$ cat src/rtl/pkg_defines.sv
// Shared constants and helpers for the CDB grant controller.
// Lane select width is fixed at 8 bits; NUM_REQ must stay below 255.
package pkg_defines;

  localparam int          SEL_W       = 8;
  localparam logic [7:0]  IDLE_SEL    = 8'hFF;
  localparam int          DEF_NUM_BUS = 2;

  function automatic logic [7:0] ptr_inc(
    input logic [7:0] idx,
    input int         n
  );
    return (idx == 8'(n - 1)) ? 8'd0 : idx + 8'd1;
  endfunction

endpackage

$ cat src/rtl/cdb_grant_controller_if.sv
// Bundle between the grant register stage and the round-robin picker.
// Master owns request/pointer, slave returns the per-lane winners.
interface cdb_grant_controller_if
  import pkg_defines::*;
#(
  parameter int NUM_REQ = 8,
  parameter int NUM_BUS = DEF_NUM_BUS
);

  logic [NUM_REQ-1:0]            req;
  logic [7:0]                    ptr;
  logic [NUM_BUS-1:0][SEL_W-1:0] win_idx;
  logic [NUM_BUS-1:0]            win_vld;

  modport master (
    output req,
    output ptr,
    input  win_idx,
    input  win_vld
  );

  modport slave (
    input  req,
    input  ptr,
    output win_idx,
    output win_vld
  );

endinterface

$ cat src/rtl/rr_pick.sv
// Combinational round-robin picker: scans from ptr upward with wrap,
// handing the k-th requester found to lane k.
module rr_pick
  import pkg_defines::*;
#(
  parameter int NUM_REQ = 8,
  parameter int NUM_BUS = DEF_NUM_BUS
) (
  cdb_grant_controller_if.slave pk
);

  logic [8:0] pos;
  logic       hit;
  logic [7:0] cnt;

  always_comb begin
    pk.win_idx = {NUM_BUS{IDLE_SEL}};
    pk.win_vld = '0;
    pos        = '0;
    hit        = 1'b0;
    cnt        = '0;
    for (int k = 0; k < NUM_REQ; k++) begin
      pos = {1'b0, pk.ptr} + 9'(k);
      if (pos >= 9'(NUM_REQ)) begin
        pos = pos - 9'(NUM_REQ);
      end
      hit = 1'b0;
      for (int i = 0; i < NUM_REQ; i++) begin
        if (pos == 9'(i)) begin
          hit = pk.req[i];
        end
      end
      if (hit) begin
        for (int l = 0; l < NUM_BUS; l++) begin
          if (cnt == 8'(l)) begin
            pk.win_idx[l] = pos[7:0];
            pk.win_vld[l] = 1'b1;
          end
        end
        cnt = cnt + 8'd1;
      end
    end
  end

endmodule

$ cat src/rtl/cdb_grant_controller.sv
// CDB lane grant controller: registers round-robin winners one cycle
// after the request is sampled; flush beats stall beats requests.
module cdb_grant_controller
  import pkg_defines::*;
#(
  parameter int NUM_REQ = 8,
  parameter int NUM_BUS = DEF_NUM_BUS
) (
  input  logic                          i_clock,
  input  logic                          i_reset_n,
  input  logic [NUM_REQ-1:0]            i_request,
  input  logic                          i_stall,
  input  logic                          i_flush,
  output logic [NUM_REQ-1:0]            o_bus_granted,
  output logic [NUM_BUS-1:0][SEL_W-1:0] o_select,
  output logic [NUM_BUS-1:0]            o_lane_valid
);

  logic [7:0]                    ptr_q, ptr_d;
  logic [NUM_BUS-1:0][SEL_W-1:0] sel_q, sel_d;
  logic [NUM_BUS-1:0]            vld_q, vld_d;
  logic [NUM_REQ-1:0]            gnt_q, gnt_d;

  cdb_grant_controller_if #(
    .NUM_REQ (NUM_REQ),
    .NUM_BUS (NUM_BUS)
  ) pk_if ();

  assign pk_if.req = i_request;
  assign pk_if.ptr = ptr_q;

  rr_pick #(
    .NUM_REQ (NUM_REQ),
    .NUM_BUS (NUM_BUS)
  ) u_pick (
    .pk (pk_if.slave)
  );

  always_comb begin
    sel_d = {NUM_BUS{IDLE_SEL}};
    vld_d = '0;
    gnt_d = '0;
    ptr_d = ptr_q;
    if (i_flush) begin
      ptr_d = '0;
    end else if (!i_stall) begin
      // later lanes overwrite ptr_d, so it ends past the last winner
      for (int l = 0; l < NUM_BUS; l++) begin
        if (pk_if.win_vld[l]) begin
          sel_d[l] = pk_if.win_idx[l];
          vld_d[l] = 1'b1;
          ptr_d    = ptr_inc(pk_if.win_idx[l], NUM_REQ);
        end
      end
      for (int i = 0; i < NUM_REQ; i++) begin
        for (int l = 0; l < NUM_BUS; l++) begin
          if (vld_d[l] && sel_d[l] == 8'(i)) begin
            gnt_d[i] = 1'b1;
          end
        end
      end
    end
  end

  always_ff @(posedge i_clock or negedge i_reset_n) begin
    if (!i_reset_n) begin
      ptr_q <= '0;
      sel_q <= {NUM_BUS{IDLE_SEL}};
      vld_q <= '0;
      gnt_q <= '0;
    end else begin
      ptr_q <= ptr_d;
      sel_q <= sel_d;
      vld_q <= vld_d;
      gnt_q <= gnt_d;
    end
  end

  assign o_bus_granted = gnt_q;
  assign o_select      = sel_q;
  assign o_lane_valid  = vld_q;

endmodule

$ cat config.mk
export PLATFORM = sky130hd
export DESIGN_NAME = cdb_grant_controller
export DESIGN_NICKNAME = d
export VERILOG_FILES = /design/src/rtl/pkg_defines.sv /design/src/rtl/cdb_grant_controller_if.sv /design/src/rtl/rr_pick.sv /design/src/rtl/cdb_grant_controller.sv
export SDC_FILE = /design/constraint.sdc
export NUM_CORES = 1
export LEC_CHECK = 0
export ABC_AREA = 1
export CELL_PAD_IN_SITES_DETAIL_PLACEMENT = 0
export CELL_PAD_IN_SITES_GLOBAL_PLACEMENT = 2
export CORE_UTILIZATION = 33
export CTS_CLUSTER_DIAMETER = 50
export DETAILED_ROUTE_END_ITERATION = 12
export PLACE_DENSITY = 0.81
export SYNTH_ARGS = -nofsm -noshare
export SYNTH_HDL_FRONTEND = slang
export SYNTH_SLANG_ARGS = --single-unit
export TNS_END_PERCENT = 1
$ cat constraint.sdc
create_clock -name i_clock -period 7.9 [get_ports i_clock]
set_clock_uncertainty 0.15 [all_clocks]
set_input_delay 1.58 -clock i_clock [delete_from_list [all_inputs] [get_ports i_clock]]
set_output_delay 1.58 -clock i_clock [all_outputs]
set_load 0.02 [all_outputs]
==> summary.txt <==
CTS tree: yes
Pre-antenna DRT Iters: 5
Synth async-reset ratio: 100%
antenna-violating nets left: 0
Syn Area/Cell: 5.95 µm²
Syn Inst Count: 933
Starting DRT DRC Count: 386
clock buffer count from CTS: 5
FP Rows: 47
# diodes: 0
Ports: 38
DP HPWL: 14200 µm
crit path max fanout: 11
EDFF count, synth: 0
number of global-route vias before repair: 5459
fin crit period: 6.93 ns
Hold Crit Start: pk_if.ptr[3]$_DFFE_PN0P_
clock sink total: 34
CP dominant cell by count: nand2_1
Slew HR: 55.4%
Seq/Total Area, Yosys: 15.7%
wire length on met2: 7680 µm
min-delay worst type: flip-flop to flip-flop
Synth top area share: 21.7%
top post-synthesis cells by area: nand2_1 (22%), nand3_1 (9.9%), ha_1 (9.5%)
synth unique cells: 45
placed cell area: 6120 µm²
die width: 132 µm
drt drc: 0
Hold Fails Final Rpt: 0
top sig layer: met4
port bufs: 37
WL met1: 9000 µm
layout cells sized above 1: 13.7%
clk_lat worst skew: 0.28 ns
initial antenna violation count: 0
Post-synth top flop: dfrtp_1
clock slew at reported path FFs: 0.05 ns
PwrDens: 480 nW/µm²
leakage: 3.22 nW
H-tree depth: 2
clk root buf: clkbuf_16
top-count cell post-synth: nand2_1
nature of the critical path startpoint: flip-flop
Crit. End Element: flip-flop
Setup crit start: pk_if.ptr[1]$_DFFE_PN0P_
Worst EP arrival: 6.99 ns
maxcap violations: 0
largest net degree at the start of global routing: 35
gp weighted congestion: 0.848
Finished Cell Area: 6290 µm²
Buf/Inv on CP: 5
Max Transition Viols Final: 0
GRT Overall Usage: 20.9%
CP required: 7.97 ns
non-filler instance count after layout: 1185
core area: 16500 µm²
number of fill cells: 1857
top post-synthesis cells by count: nand2_1 (321), nand3_1 (110), inv_1 (101)
Vias: 5787
CP max-delay cell: dfrtp_1
Worst Max-Slew Pin Slew: 0.668 ns
maximum vdd drop: 0.215 mV
Final setup viols: 0
max incr delay on CP: 0.72 ns
Final nets: 1019
Post CTS Setup Buffer Count: 0
post-synth net total: 987
PostCTS Resize Cnt: 0
DR WL met3: 747 µm
Syn-to-layout area delta: 13.3%
via density per instance: 4.88
global-route wire length before repair: 29100 µm
synthesis-stage register bit count: 34
die height: 132 µm
final wirelength: 17600 µm
GRT overflow: 0
status: complete, no violations
hold_buf cts: 0
beginning of the worst register-to-register path: pk_if.ptr[1]$_DFFE_PN0P_
Top delay family on crit path: simple AND/OR/NAND/NOR gates
wire per inst: 14.9 µm
FMAX: 0.144 GHz
Initial Utilization: 33.6%
most area-hungry cell type in the Yosys netlist: nand2_1
Finished Core Util: 38.1%
# placed instances: 1178
DIE AREA: 17300 µm²
RSZ-0062 raised after global routing: false
Post-Synthesis Cell Area: 5550 µm²
setup TNS: 0 ns
fin crit share: 87.7%
clk buf depth: 2
yosys warns: 0
critical path class: flip-flop to flip-flop
-- stage by stage --
stage               worst slack [ns]  hold WS (ns)  power [mW]
floorplan                       1.93         0.489        2.22
global placement               0.866         0.651        2.82
detailed placement             0.815         0.675        2.79
CTS                             1.01         0.673        3.03
global route                   0.307         0.745        3.39
finish                         0.974         0.681        3.02
-- state kept, by name, summed over array words and instances, names as in the netlist --
name and flops:
o_lane_valid 2, o_select 16, o_bus_granted 8, pk_if.ptr 8
-- path summary, 6_finish.rpt --
check                      depth (start not counted)                         to  slack [ns]
max reg2reg                                       41   pk_if.ptr[3]$_DFFE_PN0P_        0.97
min reg2reg                                        2   pk_if.ptr[3]$_DFFE_PN0P_        0.68
min in group asynchronous                          2  o_lane_valid[0]$_DFF_PN0_        1.57
max in group asynchronous                          2      o_select[2]$_DFF_PN1_        5.69
min                                                2   pk_if.ptr[3]$_DFFE_PN0P_        0.68
max                                               41   pk_if.ptr[3]$_DFFE_PN0P_        0.97
-- tightest hold or removal path: stages (launching register included) --
cell and delay, ns:
dfrtp_1 0.58, nand2_1 0.16, nand2_1 0.05
-- cells by family (layout without fill, tap and decap cells) --
group	count (synthesis)	after routing	synth area share, %
adders and majority gates	42	42	9.46
DFF	34	34	15.7
and+or+nand+nor	604	604	50.9
buffers and inverters	139	171	10.5
xor gates and xnor gates	30	30	4.87
AOI/OAI and AO/OA	84	84	8.56
-- cell type report --
| type | instances | area (µm²) | share of cell area [%] |
|---|---|---|---|
| clock buffers | 6 | 139 | 2.21 |
| clock inverters | 1 | 30.0 | 0.477 |
| multi-input cells | 760 | 4100 | 65.1 |
| well taps | 220 | 275 | 4.37 |
| repair buffers | 42 | 408 | 6.48 |
| inverters | 122 | 470 | 7.48 |
| flip-flops and latches | 34 | 871 | 13.8 |
-- report_power, final --
part           switching [mW]  internal [mW]  total, mW
Clock                  0.0685          0.155      0.224
Sequential             0.0366          0.238      0.274
Combinational            1.70          0.823       2.52
-- cell usage in the layout, fill, tap and decap left out, types with 4 or more instances in the layout --
cell               n
xor2_1            23
nand3b_1           4
inv_1            101
clkbuf_16          5
o21ai_1            8
ha_1              42
nor2_4             9
nor2_2            16
a21oi_1           27
buf_4              5
o21ai_0           33
nand4_1           18
nor2_1            68
dfrtp_1           18
nand3_2           11
xnor2_1            6
inv_2             15
dfstp_2           16
clkdlybuf4s50_1   37
nand2_2           30
nand2_4            4
nand3_1          110
nand2_1          321
-- metal layers --
metal | up-vias | GRT usage (%)
met3 | 12 | 1.97
li1 | 3038 | -
met5 | - | 0
met1 | 2629 | 30.8
met4 | 0 | 3.75
met2 | 108 | 33.0
Power figures use the tool's default switching activity.
